===== src/rtl/pipe_ctrl_unit.sv =====
// Main pipeline control for the MIPS core. Decodes the ID-stage instruction and registers the
// control bundle into ID/EX. It also handles load-use stalls, flush, hold, illegal opcodes and bubble counting.
module pipe_ctrl_unit #(
    parameter int LU_STALL = 1,
    parameter int EN_BNE   = 1,
    parameter int CNT_W    = 16
) (
    input  logic             clk,
    input  logic             rst,
    input  logic             i_valid,
    input  logic [5:0]       i_opcode,
    input  logic [5:0]       i_func,
    input  logic [4:0]       i_rs,
    input  logic [4:0]       i_rt,
    input  logic [4:0]       i_rd,
    input  logic             i_hold,
    input  logic             i_flush,
    output logic             o_stall,
    output logic             o_ex_valid,
    output logic [1:0]       o_ex_aluop,
    output logic             o_ex_alusrc,
    output logic [1:0]       o_ex_memtoreg,
    output logic             o_ex_memwrite,
    output logic             o_ex_regwrite,
    output logic             o_ex_branch,
    output logic             o_ex_bne,
    output logic             o_ex_jump,
    output logic             o_ex_jr,
    output logic             o_ex_extop,
    output logic [4:0]       o_ex_wreg,
    output logic             o_illegal,
    output logic [CNT_W-1:0] o_bubble_cnt
);

    typedef struct packed {
        logic       valid;
        logic [1:0] aluop;
        logic       alusrc;
        logic [1:0] memtoreg;
        logic       memwrite;
        logic       regwrite;
        logic       branch;
        logic       bne;
        logic       jump;
        logic       jr;
        logic       extop;
        logic [4:0] wreg;
    } ctl_t;

    typedef enum logic {RUN = 1'b0, STALL = 1'b1} state_t;

    localparam logic [1:0]       LU_M1   = 2'(LU_STALL - 1);
    localparam logic [CNT_W-1:0] CNT_MAX = '1;

    state_t     state_r;
    logic [1:0] cnt_r;
    ctl_t       ex_r;
    ctl_t       dec_s;
    logic [4:0] wsel_s;
    logic       illegal_s;
    logic       rt_src_s;
    logic       hazard_s;
    logic       stall_s;

    // Combinational decode of the ID-stage opcode/func into the control bundle
    always_comb begin
        dec_s       = '0;
        dec_s.valid = 1'b1;
        wsel_s      = 5'd0;
        illegal_s   = 1'b0;
        rt_src_s    = 1'b0;
        case (i_opcode)
            6'd0: begin
                dec_s.aluop    = 2'b01;
                dec_s.jr       = (i_func == 6'd8);
                dec_s.regwrite = (i_func != 6'd8);
                dec_s.extop    = (i_func == 6'd0) || (i_func == 6'd2) || (i_func == 6'd3);
                wsel_s         = i_rd;
                rt_src_s       = 1'b1;
            end
            6'd8, 6'd10, 6'd12, 6'd13, 6'd14: begin
                dec_s.alusrc   = 1'b1;
                dec_s.regwrite = 1'b1;
                dec_s.aluop    = 2'b01;
                wsel_s         = i_rt;
            end
            6'd35: begin
                dec_s.alusrc   = 1'b1;
                dec_s.regwrite = 1'b1;
                dec_s.memtoreg = 2'b01;
                wsel_s         = i_rt;
            end
            6'd43: begin
                dec_s.alusrc   = 1'b1;
                dec_s.memwrite = 1'b1;
                rt_src_s       = 1'b1;
            end
            6'd4: begin
                dec_s.branch = 1'b1;
                dec_s.aluop  = 2'b10;
                rt_src_s     = 1'b1;
            end
            6'd5: begin
                rt_src_s = 1'b1;
                if (EN_BNE != 0) begin
                    dec_s.branch = 1'b1;
                    dec_s.bne    = 1'b1;
                    dec_s.aluop  = 2'b10;
                end else begin
                    illegal_s = 1'b1;
                end
            end
            6'd2: begin
                dec_s.jump = 1'b1;
            end
            6'd3: begin
                dec_s.jump     = 1'b1;
                dec_s.regwrite = 1'b1;
                dec_s.memtoreg = 2'b10;
                wsel_s         = 5'd31;
            end
            default: begin
                illegal_s = 1'b1;
            end
        endcase
        // A non-writing instruction targets r0 so it can never look like a hazard source
        dec_s.wreg = dec_s.regwrite ? wsel_s : 5'd0;
    end

    assign hazard_s = ex_r.valid && (ex_r.memtoreg == 2'b01) && (ex_r.wreg != 5'd0) && i_valid &&
                      ((ex_r.wreg == i_rs) || ((ex_r.wreg == i_rt) && rt_src_s));
    assign stall_s  = ((state_r == RUN) && hazard_s) || (state_r == STALL);
    assign o_stall  = stall_s;

    // Stall FSM, ID/EX register, illegal pulse and bubble counter
    always_ff @(posedge clk) begin
        if (rst) begin
            state_r      <= RUN;
            cnt_r        <= 2'd0;
            ex_r         <= '0;
            o_illegal    <= 1'b0;
            o_bubble_cnt <= '0;
        end else if (i_hold) begin
            o_illegal <= 1'b0;
        end else if (i_flush) begin
            state_r   <= RUN;
            cnt_r     <= 2'd0;
            ex_r      <= '0;
            o_illegal <= 1'b0;
        end else if (stall_s) begin
            ex_r      <= '0;
            o_illegal <= 1'b0;
            if (o_bubble_cnt != CNT_MAX) begin
                o_bubble_cnt <= o_bubble_cnt + CNT_W'(1);
            end else begin
                o_bubble_cnt <= o_bubble_cnt;
            end
            if (state_r == STALL) begin
                if (cnt_r == 2'd1) begin
                    state_r <= RUN;
                    cnt_r   <= 2'd0;
                end else begin
                    cnt_r <= cnt_r - 2'd1;
                end
            end else if (LU_STALL > 1) begin
                state_r <= STALL;
                cnt_r   <= LU_M1;
            end else begin
                state_r <= RUN;
            end
        end else begin
            ex_r      <= i_valid ? dec_s : '0;
            o_illegal <= i_valid && illegal_s;
        end
    end

    assign o_ex_valid    = ex_r.valid;
    assign o_ex_aluop    = ex_r.aluop;
    assign o_ex_alusrc   = ex_r.alusrc;
    assign o_ex_memtoreg = ex_r.memtoreg;
    assign o_ex_memwrite = ex_r.memwrite;
    assign o_ex_regwrite = ex_r.regwrite;
    assign o_ex_branch   = ex_r.branch;
    assign o_ex_bne      = ex_r.bne;
    assign o_ex_jump     = ex_r.jump;
    assign o_ex_jr       = ex_r.jr;
    assign o_ex_extop    = ex_r.extop;
    assign o_ex_wreg     = ex_r.wreg;

endmodule

===== config.mk =====
export PLATFORM = sky130hd
export DESIGN_NAME = pipe_ctrl_unit
export DESIGN_NICKNAME = d
export VERILOG_FILES = /design/src/rtl/pipe_ctrl_unit.sv
export SDC_FILE = /design/constraint.sdc
export NUM_CORES = 1
export LEC_CHECK = 0
export ABC_CLOCK_PERIOD_IN_PS = 2800
export CAP_MARGIN = 10
export CORE_MARGIN = 2
export CORE_UTILIZATION = 40
export CTS_CLUSTER_DIAMETER = 60
export DETAILED_ROUTE_END_ITERATION = 10
export PLACE_DENSITY = 0.72
export RECOVER_POWER = 25
export SYNTH_ARGS = -nofsm -noshare
export SYNTH_HDL_FRONTEND = slang
export SYNTH_SLANG_ARGS = --single-unit

===== constraint.sdc =====
create_clock -name clk -period 2.8 [get_ports clk]
set_input_delay 0.42 -clock clk [delete_from_list [all_inputs] [get_ports clk]]
set_output_delay 0.42 -clock clk [all_outputs]
set_load 0.01 [all_outputs]

======== After elaboration in Yosys (flattened, before gate mapping) ========
Index checks and enable logic that the tools add are counted.
storage, ports and cells
  bits of input ports ..................... 32
  memory bits (read-only) ................. 0
  output and inout port bits .............. 36
  flip-flop bits (word level) ............. 38
  bits in writable memories ............... 0
  latch bits .............................. 0
  word-level logic and storage cells ...... 93
  memories ................................ 0
operators by class
  reduce and logical (&&, ||, !) cells .... 28
  shifts and indexed selects .............. 0
  equality and inequality tests ........... 20
  multiply operators ...................... 0
  magnitude comparators ................... 0
  multiplexer cells ....................... 24
  div/mod/pow operators ................... 0
  bitwise gates (word level) .............. 3
  add/sub/neg operators ................... 2
operator list
  cell                                                    count
  2-to-1 mux 18 bit                                       3
  equality test 6 x 4 -> 1 bit (second input constant)    6
  equality test 6 x 2 -> 1 bit (second input constant)    4
  adder 16 x 1 -> 16 bit (second input constant)          1
  inequality test 16 bit (second input constant)          1
  one-hot mux 5 bit (3 select lines)                      1
  OR reduction 7 bit                                      2
  equality test 6 x 3 -> 1 bit (second input constant)    2
  equality test 6 bit (second input constant)             2
  zero test 6 bit                                         2
  OR reduction 12 bit                                     1
  OR reduction 6 bit                                      2
  2-to-1 mux 1 bit                                        11
  equality test 5 bit                                     2
  2-to-1 mux 2 bit                                        5
  one-hot mux 2 bit (2 select lines)                      2
  OR reduction 4 bit                                      2
  logical AND 1 bit                                       7
  inequality test 6 x 4 -> 1 bit (second input constant)  1
  2-to-1 mux 5 bit                                        1
  nonzero test 5 bit                                      1
  equality test 2 x 1 -> 1 bit (second input constant)    2
  logical OR 1 bit                                        4
  AND reduction 4 bit                                     1
  7 further kinds                                         11

======== Longest topological paths before layout ========
  word-level depth ........................ 10
  mapped depth ............................ 9
  depth with buffers taken out ............ 7

======== Worst setup path before layout ========
OpenSTA, ideal clock, no wires.
  kind .................................... flip-flop to flip-flop
  start ................................... reg o_bubble_cnt[0]
  end ..................................... reg o_bubble_cnt[4]
  setup time .............................. 0.119 ns
  data required time ...................... 2.681 ns
  path slack .............................. 0.645 ns
  stages on the path, launching flop included .. 10
  arrival ................................. 2.036 ns
  path buffers ............................ 2
  period minus slack after synthesis ...... 2.155 ns
  cells stage by stage .................... dfxtp_1 > ha_1 > nand3_1 > or4_1 > nand2_1 > a21o_1 > buf_6 > buf_4 > nor4_1 > o21bai_1
on the way
  longest elaborated chain between the ends .. 2
  elaborated cells on any way between the ends .. 3
  classes of those cells .................. add/sub: 1; eq/ne: 1; reduce/logical: 1
ends and longest elaborated chain
  item                                                            line  source
  start: declaration                                              32    output logic [CNT_W-1:0] o_bubble_cnt
  start signal: assignment                                        154   o_bubble_cnt <= o_bubble_cnt + CNT_W'(1);
  start signal: assignment                                        156   o_bubble_cnt <= o_bubble_cnt;
  branches (longest 2 deep; another with adder 16 x 1 -> 16 bit)  n/a
Parallel ways; which one is timed is not known.
A chain may end at the register's enable or synchronous reset.

======== Final worst setup path ========
  start ................................... in i_valid
  end ..................................... out o_stall
on the way
  longest elaborated chain between the ends .. 4
ends and longest elaborated chain
  item                             line  source
  start: declaration               10    input logic i_valid,
  logical AND 1 bit (2 in series)  130   assign hazard_s = ex_r.valid && (ex_r.memtoreg == 2'b01) && (ex_r.wreg != 5'd0) && i_valid &&
  logical AND 1 bit                132   assign stall_s = ((state_r == RUN) && hazard_s) || (state_r == STALL);
  logical OR 1 bit                 132
  end: declaration                 18    output logic o_stall,
No other way between the ends.

==> results.txt <==
----------------------------------------------------
[Floorplanning]
  Initial core utilization ... 41.17%
  Die boundary height ... 73.50 um
  Count of standard-cell rows ... 25
  Die footprint ... 5402 um2
  Horizontal die dimension ... 73.50 um
  I/O pin total ... 68
  Core area ... 4692 um2

[Yosys]
  Adder-cell share of the synthesized area ... 1.295%
  Synthesized net count ... 253
  Dominant register cell in the synthesized netlist ... dfxtp_1
  Syn Inst Count ... 219
  Mean post-synth cell area ... 8.821 um2
  Main combinational cell family by area after synthesis ... compound AO/OA/AOI/OAI gates
  Synthesized-area fraction occupied by xor and xnor cells ... 5.440%
  Async SR Flop Fraction ... 0%
  Flip-flop and latch count after synthesis ... 37
  Simple-gate portion of the synthesized area ... 23.77%
  Number of flops mapped to enable cells by yosys ... 0
  Total of warnings raised by yosys ... 0
  Sequential-to-total area share from yosys stat ... 38.34%
  Synth Area in Compound Gates ... 26.42%
  Combined area of all synthesized cells ... 1932 um2
  Share of synthesized area spent on multiplexers ... 0.5181%
  Count of unique library cells instantiated by Yosys ... 56

[Layout]
  Number of fill cells ... 436
  Antenna diode count ... 0
  Multi-input combinational cell area ... 1122 um2
  Area occupied by registers ... 740.7 um2
  Share of the core filled with cells in the final layout ... 60.29%
  Number of nets in the layout ... 331
  Post-synthesis to final-layout area growth ... 46.44%
  Layout cell share with drive strength beyond 1 ... 10.07%

[Drt]
  Overall routed net length ... 5060 um
  Remaining antenna violation count ... 0
  Vias per inst ... 5.455
  Starting DRC count in detailed routing ... 162
  Number of optimization iterations in the first detailed-route pass ... 4
  DR WL/cell ... 14.38 um
  Via count ... 1920
  DRC viols ... 0

[Worst setup path]
  Peak per-stage delay on the critical path ... 560 ps
  Type of element launching the critical path ... input port
  Start-to-end type of the worst setup path ... in2out
  Worst-path cell chain ... clkdlybuf4s50_1 > nand4b_1 > a21oi_1 > a41oi_2 > nand2_1 > clkdlybuf4s50_1
  WP data arrival ... 2330 ps
  Data required time of the worst path ... 2380 ps
  Crit-path max FO ... 4
  Type of element capturing the critical path ... primary output
  Max stage delay cell, worst path ... clkdlybuf4s50_1
  Library cell appearing most often on the critical path ... clkdlybuf4s50_1

[Place]
  DP HPWL ... 3845 um
  IO buf count ... 67
  Setup WS pre-CTS ... 49.94 ps
  Weighted congestion reported at the end of routability-driven placement ... 0.8276

[GRT]
  Number of global-route vias before repair ... 1747
  Leftover overflow at the end of global routing ... 0
  Wire length of the first global-routing pass ... 8300 um
  Maximum number of pins on one net before global-route repair ... 19
  Global router's overall resource usage ... 19.44%
  Initial antenna violation count ... 0

[Clocking]
  Reg clk slew, reported paths ... 70 ps
  CTS tree ... built
  H-tree levels ... 2
  Clock insertion delay at the later pin of the skew report ... 280 ps
  Number of buffers added by the clock tree synthesis step ... 5
  Longest Clk Path Bufs ... 2
  Clk root buf ... clkbuf_8
  Number of sinks driven by the clock tree ... 37

[Timing]
  Number of endpoints failing setup at the final stage ... 0
  Remaining max-slew budget at the tightest pin ... 22.98%
  Worst Skew ... 9.745 ps
  Setup TNS ... 0 ps
  Final worst-path cycle share ... 98.09%
  Crit path setup slack, layout ... 53.57 ps
  Fmax achieved ... 364.1 MHz
  Final Max Tran Viols ... 0
  Transition time at the pin with the least slew margin ... 1153 ps
  Setup repair after global routing missed its margin ... false
  Post-layout min period ... 2746 ps
  Hold slack final ... 463.8 ps
  Count of endpoints failing hold in the final timing report ... 0

[Run]
  Max-cap violations ... 0

[Pwr]
  Total leakage power ... 1.095 nW
  PD cells ... 371.0 nW/um2
  Maximum vdd ir drop ... 0.2415 mV

[Status]
  Outcome ... finished clean

[Min path]
  Classification of the worst-slack hold path ... reg2reg

----------------------------------------------------
per-stage QoR:
| stage | area, um2 | std cells | total power, mW |
|---|---|---|---|
| final | 2829 | 352 | 1.049 |
| after CTS | 2810 | 351 | 1.058 |
| after detailed placement | 2709 | 343 | 0.6543 |
| after floorplan | 1932 | 219 | 0.5838 |
| after global placement | 2709 | 343 | 0.6530 |
| after global routing | 2829 | 352 | 1.096 |
routing by layer:
metal | routed length [um] | track usage (%) | share of wire [%] | vias up
li1 | - | - | - | 996
met1 | 2416 | 27.10 | 48 | 872
met2 | 2390 | 30.36 | 47 | 50
met3 | 219 | 4.664 | 4.3 | 2
met4 | 34 | 4.646 | 0.67 | 0
met5 | 0 | 0 | 0 | -
sequential cells by signal, indices dropped and copies added (netlist names):
name and count:
o_ex_valid 1, o_ex_extop 1, o_ex_memwrite 1, o_illegal 1, o_ex_jump 1, o_ex_regwrite 1, o_ex_memtoreg 2, cnt_r 2
state_r 1, o_ex_bne 1, o_ex_aluop 2, o_bubble_cnt 16, o_ex_alusrc 1, o_ex_wreg 5, o_ex_jr 1
logic make-up (layout without fill, tap and decap cells):
family                     after synthesis  after routing
AOI/OAI and AO/OA                       66             66
xor gates and xnor gates                12             12
adders and majority gates                2              2
buffers and inverters                   17             96
DFF                                     37             37
muxes                                    1              1
and+or+nand+nor                         84             84
synth_stat cells, types with 4 or more instances:
cell / instances / share of area (%)
nand4_1: 6 / 1.9
o21ai_0: 5 / 1.3
nor3_1: 5 / 1.3
inv_1: 8 / 1.6
a22o_1: 8 / 3.6
o31ai_1: 5 / 1.9
a21oi_1: 16 / 4.1
nor2_1: 22 / 4.3
xnor2_1: 4 / 1.8
xor2_1: 8 / 3.6
a32o_1: 8 / 4.1
or3_1: 4 / 1.3
dfxtp_1: 37 / 38
a221o_1: 5 / 2.6
nand3_1: 7 / 1.8
or4_1: 6 / 2.3
nand2_1: 12 / 2.3
repair_timing:
item	in CTS	in global routing
setup buffers	0	1
setup endpoints to repair	0	1
hold buffers	0	0
gates resized for setup	0	3
final timing paths:
path	start	end	slack [ps]	cells past startpoint
max	i_valid	o_stall	50	6
min	o_ex_bne$_SDFFE_PP0N_	o_ex_bne$_SDFFE_PP0N_	460	1
max reg2reg	o_ex_wreg[3]$_SDFFE_PP0N_	o_bubble_cnt[13]$_SDFFE_PP0P_	460	7
min reg2reg	o_ex_bne$_SDFFE_PP0N_	o_ex_bne$_SDFFE_PP0N_	460	1
worst max-delay path, delay by kind of cell:
kind / cells / cell delay [ps]
buffers and inverters: 2 / 1050
AND/OR/NAND/NOR: 2 / 300
AO/OA/AOI/OAI: 2 / 550
layout by cell type (no fill, tap or decap), types with 2 or more instances in the layout:
| master | instances |
|---|---|
| clkdlybuf4s50_1 | 49 |
| dfxtp_1 | 37 |
| nor2_1 | 22 |
| dlygate4sd3_1 | 17 |
| a21oi_1 | 16 |
| nand2_1 | 12 |
| buf_4 | 12 |
| xor2_1 | 8 |
| inv_1 | 8 |
| a32o_1 | 8 |
| a22o_1 | 8 |
| nand3_1 | 7 |
| clkbuf_8 | 7 |
| nand4_1 | 6 |
| or4_1 | 6 |
| a221o_1 | 5 |
| o31ai_1 | 5 |
| o21ai_0 | 5 |
| nor3_1 | 4 |
| xnor2_1 | 4 |
| or3_1 | 4 |
| o21bai_1 | 3 |
| nor2b_1 | 2 |
| nor3_2 | 2 |
| and2_1 | 2 |
| nand4b_1 | 2 |
| or2b_1 | 2 |
| or2_2 | 2 |
| o41ai_1 | 2 |
| nor4_1 | 2 |
| o21a_1 | 2 |
| ha_1 | 2 |
report_power, final:
group	total [mW]	switching (mW)	internal [mW]
clock network	0.408	0.185	0.223
registers	0.528	0.000940	0.527
logic	0.113	0.0505	0.0629
layout make-up:
| cell class | instances | share of cell area [%] |
|---|---|---|
| Timing Repair Buffer | 80 | 27.11 |
| Clock buffer | 7 | 3.406 |
| Tap cell | 54 | 2.388 |
| Sequential cell | 37 | 26.18 |
| Clock inverter | 1 | 0.1769 |
| Multi-Input combinational cell | 165 | 39.67 |
| Inverter | 8 | 1.061 |
Power figures use the tool's default switching activity.
